$ cat src/rtl/tl45_pkg.sv
// Shared defaults and requester indices for the writeback arbiter.
package tl45_pkg;

    localparam int DATA_W_DEF = 32;
    localparam int ADDR_W_DEF = 4;

    typedef enum logic {
        REQ_ALU = 1'b0,
        REQ_MEM = 1'b1
    } req_idx_e;

endpackage

$ cat src/rtl/tl45_rr_arb2.sv
// Two-way round-robin grant with a 1-bit last-grant pointer; grant is combinational.
// Backpressure: no grant while reset is high; pointer moves only when a grant is issued.
module tl45_rr_arb2
    import tl45_pkg::*;
(
    input  logic      clk,
    input  logic      reset,
    input  logic [1:0] req,
    output logic [1:0] gnt,
    output req_idx_e  winner
);

    req_idx_e last;

    always_comb begin
        winner = REQ_ALU;
        gnt    = 2'b00;
        if (req[0] && req[1]) begin
            winner = (last == REQ_ALU) ? REQ_MEM : REQ_ALU;
        end else if (req[1]) begin
            winner = REQ_MEM;
        end
        if (!reset && (req != 2'b00)) begin
            gnt = (winner == REQ_MEM) ? 2'b10 : 2'b01;
        end
    end

    // Reset to MEM so the ALU wins the first contention.
    always_ff @(posedge clk) begin
        if (reset) begin
            last <= REQ_MEM;
        end else if (gnt != 2'b00) begin
            last <= winner;
        end
    end

endmodule

$ cat src/rtl/tl45_wb_arbiter.sv
// ALU/load writeback arbiter with pending-register scoreboard (forwarding under TL45_WB_FWD_EN).
// Latency: register-file write 1 cycle after transfer; backpressure: ready only for the round-robin winner.
module tl45_wb_arbiter
    import tl45_pkg::*;
#(
    parameter int DATA_W = DATA_W_DEF,
    parameter int ADDR_W = ADDR_W_DEF
) (
    input  logic              clk,
    input  logic              reset,
    input  logic              alu_valid,
    output logic              alu_ready,
    input  logic [ADDR_W-1:0] alu_addr,
    input  logic [DATA_W-1:0] alu_data,
    input  logic              mem_valid,
    output logic              mem_ready,
    input  logic [ADDR_W-1:0] mem_addr,
    input  logic [DATA_W-1:0] mem_data,
    input  logic              claim_en,
    input  logic [ADDR_W-1:0] claim_addr,
    input  logic [ADDR_W-1:0] chk_addr1,
    input  logic [ADDR_W-1:0] chk_addr2,
    output logic              busy1,
    output logic              busy2,
    output logic              wrREG,
    output logic [ADDR_W-1:0] writeAdd,
    output logic [DATA_W-1:0] dataI,
    output logic              fwd_hit1,
    output logic              fwd_hit2,
    output logic [DATA_W-1:0] fwd_data1,
    output logic [DATA_W-1:0] fwd_data2
);

    localparam int NREG = 1 << ADDR_W;

    logic [1:0]        gnt;
    req_idx_e          winner;
    logic              xfer;
    logic [ADDR_W-1:0] xfer_addr;
    logic [DATA_W-1:0] xfer_data;
    logic [NREG-1:0]   pending;
    logic [NREG-1:0]   pending_nxt;

    tl45_rr_arb2 u_arb (
        .clk    (clk),
        .reset  (reset),
        .req    ({mem_valid, alu_valid}),
        .gnt    (gnt),
        .winner (winner)
    );

    assign alu_ready = gnt[0];
    assign mem_ready = gnt[1];
    assign xfer      = gnt[0] | gnt[1];
    assign xfer_addr = (winner == REQ_MEM) ? mem_addr : alu_addr;
    assign xfer_data = (winner == REQ_MEM) ? mem_data : alu_data;

    // Claim is applied after the clear so a same-cycle claim keeps the bit set.
    always_comb begin
        pending_nxt = pending;
        if (xfer) begin
            pending_nxt[xfer_addr] = 1'b0;
        end
        if (claim_en) begin
            pending_nxt[claim_addr] = 1'b1;
        end
        pending_nxt[0] = 1'b0;
    end

    always_ff @(posedge clk) begin
        if (reset) begin
            pending  <= '0;
            wrREG    <= 1'b0;
            writeAdd <= '0;
            dataI    <= '0;
        end else begin
            pending <= pending_nxt;
            wrREG   <= xfer && (xfer_addr != '0);
            if (xfer) begin
                writeAdd <= xfer_addr;
                dataI    <= xfer_data;
            end
        end
    end

    assign busy1 = pending[chk_addr1];
    assign busy2 = pending[chk_addr2];

`ifdef TL45_WB_FWD_EN
    assign fwd_hit1  = wrREG && (writeAdd == chk_addr1) && (chk_addr1 != '0);
    assign fwd_hit2  = wrREG && (writeAdd == chk_addr2) && (chk_addr2 != '0);
    assign fwd_data1 = dataI;
    assign fwd_data2 = dataI;
`else
    assign fwd_hit1  = 1'b0;
    assign fwd_hit2  = 1'b0;
    assign fwd_data1 = '0;
    assign fwd_data2 = '0;
`endif

endmodule

$ cat config.mk
export PLATFORM = sky130hd
export DESIGN_NAME = tl45_wb_arbiter
export DESIGN_NICKNAME = d
export VERILOG_FILES = /design/src/rtl/tl45_pkg.sv /design/src/rtl/tl45_rr_arb2.sv /design/src/rtl/tl45_wb_arbiter.sv
export SDC_FILE = /design/constraint.sdc
export NUM_CORES = 1
export LEC_CHECK = 0
export BUFFER_PORTS_ARGS = -buffer_cell sky130_fd_sc_hd__buf_2
export CORE_MARGIN = 3
export CORE_UTILIZATION = 44
export CTS_CLUSTER_DIAMETER = 80
export CTS_CLUSTER_SIZE = 25
export DETAILED_ROUTE_END_ITERATION = 7
export PLACE_DENSITY_LB_ADDON = 0.05
export SLEW_MARGIN = 20
export SYNTH_ARGS = -nofsm -noshare
export SYNTH_HDL_FRONTEND = slang
export SYNTH_HIERARCHICAL = 1
export SYNTH_SLANG_ARGS = --single-unit
export TNS_END_PERCENT = 100
$ cat constraint.sdc
create_clock -name clk -period 1.85 [get_ports clk]
set_input_delay 0.37 -clock clk [delete_from_list [all_inputs] [get_ports clk]]
set_output_delay 0.37 -clock clk [all_outputs]
set_load 0.05 [all_outputs]
==> summary.md <==
| Metric | Value |
|---|---|
| DP Cell Count | 566 |
| Crit path launch | pending[15] |
| Leading cell types in the layout, fill and taps excluded | buf_2 (127), conb_1 (66), dfxtp_1 (41), mux2i_1 (40) |
| Antenna Cells | 0 |
| Post-synth top area cell | dfxtp_1 |
| GR Overflow Total | 0 |
| Power Dens Cells | slightly below 800 mW/mm^2 |
| Layout area overhead | 19.5% |
| Proportion of synthesized area in mux cells | between 10% and 20% |
| Initial antenna violation count | 1 |
| Vias in the first global route | roughly 2500 |
| Full die area | roughly 0.0086 mm^2 |
| CP cell instances | mux4_2 -> mux2i_2 -> mux2i_4 -> buf_6 |
| Final std cells w/o fill | ~580 |
| Num Clock Sinks | 53 |
| # hold bufs at CTS | 0 |
| Final Total Pwr | between 3 and 4 mW |
| M2 GR Usage | between 20% and 30% |
| Crit Path Max Fanout | 3 |
| Top cells by area, synth | dfxtp_1 (32%), buf_4 (16%), mux2i_1 (13%), a211oi_1 (8.6%), nor2_1 (4.3%) |
| GP Congestion | between 0.8 and 0.9 |
| Worst r2r src | u_arb/last |
| Status | finished with violations |
| Max stage delay on crit path | roughly 0.49 ns |
| Slowest CP cell | mux4_2 |
| # setup viols final | 2 |
| Cells on worst reg2reg path | 6 |
| Final WL | around 8000 um |
| Port Buffers | 129 |
| Failing checks | setup timing |
| Via count | 2799 |
| H-tree Lvls | 2 |
| CP startpoint kind | flop |
| Worst Skew | about 0.0053 ns |
| Maxcap violations | 0 |
| RSZ-0062 raised after global routing | true |
| CP Depth | 4 |
| Hold_ws | between 0.3 and 0.4 ns |
| Dpl hpwl | ~6300 um |
| Final Util | around 56% |
| Final period util | 107% |
| Post-synthesis compound-gate area fraction | between 10% and 20% |
| YS warnings | 6 |
| Synth Area in Adders | 0% |
| Synthesized area | between 0.003 and 0.004 mm^2 |
| FF-to-FF End | pending[4] |
| Critical path class | flop to output port |
| Initial Utilization | 46.9% |
| Final Slew Violations | 0 |
| Syn Area/Cell | slightly above 9 um^2 |
| First-pass GRT wire length | between 10000 and 15000 um |
| Critical Path RT | about 1.5 ns |
| Met1 usage | ~23% |
| Share of cells above drive strength 1 | 39.0% |
| CTS tree | done |
| Post-Synth XOR/XNOR Area | 0% |
| Worst path bufs/invs | 1 |
| Die X | about 93 um |
| Crit path capture | busy2 |
| DRT iter0 DRCs | 90 |
| Row cnt | 30 |
| Antenna viol nets, final | 0 |
| Post-DR vias/cell | 4.87 |
| Setup Slack @ Placement | -0.108 ns |
| Pleak | 1.82 nW |
| Worst-path clk slew | around 0.1 ns |
| Die H | ~93 um |
| Most common cell after layout, fill and taps aside | buf_2 |
| Cells after synthesis | ~360 |
| Final Hold Vio Count | 0 |
| I/O Pins | 196 |
| Flop-to-flop setup slack | around 0.2 ns |
| Synth cell types | 39 |
| Yosys reg bits | 53 |
| Largest net degree at the start of global routing | between 40 and 50 |
| Met3 layer usage reported by global route | approximately 4.7% |
| Final WS setup | -0.126 ns |
| Worst path arrival time | between 1.5 and 2 ns |
| Period minus WS final | approximately 2 ns |
| Sequential element share of the synthesized area | 32.1% |
| TritonCTS Buffers | 5 |
| # DRC | 0 |
| Fmax | a little over 0.5 GHz |
| Drt wl/cell | 13.8 um |
| Clk root buf | clkbuf_8 |
| CP endpoint kind | output port |
| Share of the synthesized area in the top cell type | 32.1% |
| Core region area | a little over 0.007 mm^2 |
| Gr busiest metal | met2 |
| Tightest Hold Check Type | input port to flop |
| Simple-Gate Fraction of Synth Area | between 10% and 20% |
| Crit path max-delay family | multiplexers |
| CTS Buffer Depth | 2 |
| VDD IR max | 351 uV |
| First-pass detailed-route iteration total | 4 |
| Final nets | around 570 |
| Largest family of logic cells by synthesized area | buffers and inverters |
| GRT Util Overall | 17.4% |
| Clk_lat worst skew | 0.30 ns |
power breakdown:
group | total (mW) | internal [mW] | switching [mW]
Sequential | 1.27 | 1.23 | 0.0421
Clock | 0.675 | 0.297 | 0.378
Combinational | 1.17 | 0.306 | 0.864
sequential cells by signal (all words and copies together) (netlist names):
register    count
writeAdd        4
wrREG           1
pending        15
u_arb/last      1
dataI          32
worst register-to-register path: stages (launching register included):
cell and delay [ns]:
dfxtp_1 0.43, a21boi_4 0.09, buf_4 0.16, buf_4 0.16, nand2b_1 0.16, o22ai_1 0.37
a311oi_1 0.16
logic make-up (layout without fill, tap and decap cells):
group	Yosys count	after routing
simple gates	78	78
other cells	1	66
compound gates	75	75
flops	53	53
buf+inv	96	155
mux	52	52
stage by stage:
stage          area, um^2  setup TNS, ns
2_1_floorplan        3640              0
3_3_place_gp         3810         -0.136
3_5_place_dp         3810         -0.185
4_1_cts              3950         -0.243
5_1_grt              3950         -0.324
6_report             3950         -0.232
cell type report:
class | count | area [um^2]
Fill cell | 685 | 3100
Multi-Input combinational cell | 271 | 1860
Sequential cell | 53 | 1080
Timing Repair Buffer | 146 | 798
Tap cell | 96 | 120
Clock buffer | 6 | 82.6
Clock inverter | 1 | 7.51
Inverter | 2 | 7.51
cell usage after synthesis:
library cell / count
and3_4: 1
a21boi_2: 1
and3_1: 1
a21o_1: 1
buf_2: 8
clkbuf_1: 8
conb_1: 1
buf_4: 72
nor3b_1: 1
a211oi_1: 38
o32ai_2: 2
o22ai_1: 1
inv_1: 2
mux2i_1: 44
nand2_1: 16
nor3b_2: 1
nor3_1: 2
mux4_2: 6
buf_8: 3
dfxtp_1: 53
clkbuf_2: 1
a311oi_2: 1
nand3b_1: 1
buf_6: 2
nand2b_1: 2
a21oi_1: 12
mux2i_4: 1
mux2_4: 1
or3_1: 1
a21oi_2: 1
a311oi_1: 14
or2_1: 1
nand3_1: 5
a31oi_1: 4
nor2_1: 38
and3b_1: 2
or3b_1: 1
nor2b_1: 4
or2_2: 1
how the worst min path moves through the flow:
stage               slack, ns  cells after the start         from     endpoint
floorplan                0.46                      1        reset   u_arb/last
global placement         0.48                      2    dataI[17]    dataI[17]
detailed placement       0.48                      2    dataI[27]    dataI[27]
CTS                      0.38                      3  mem_addr[2]  writeAdd[2]
global route             0.39                      3  mem_addr[2]  writeAdd[2]
finish                   0.38                      3  mem_addr[2]  writeAdd[2]
repair_timing:
action,CTS,global route
pin swaps,1,0
gates resized for setup,15,3
setup endpoints to repair,3,2
setup buffers,2,0
layer usage:
metal	up-vias	part of all wire, %
met5	-	0.088
met3	8	11
met1	1244	42
met4	2	0.73
met2	139	46
li1	1406	-
Power figures use the tool's default switching activity.
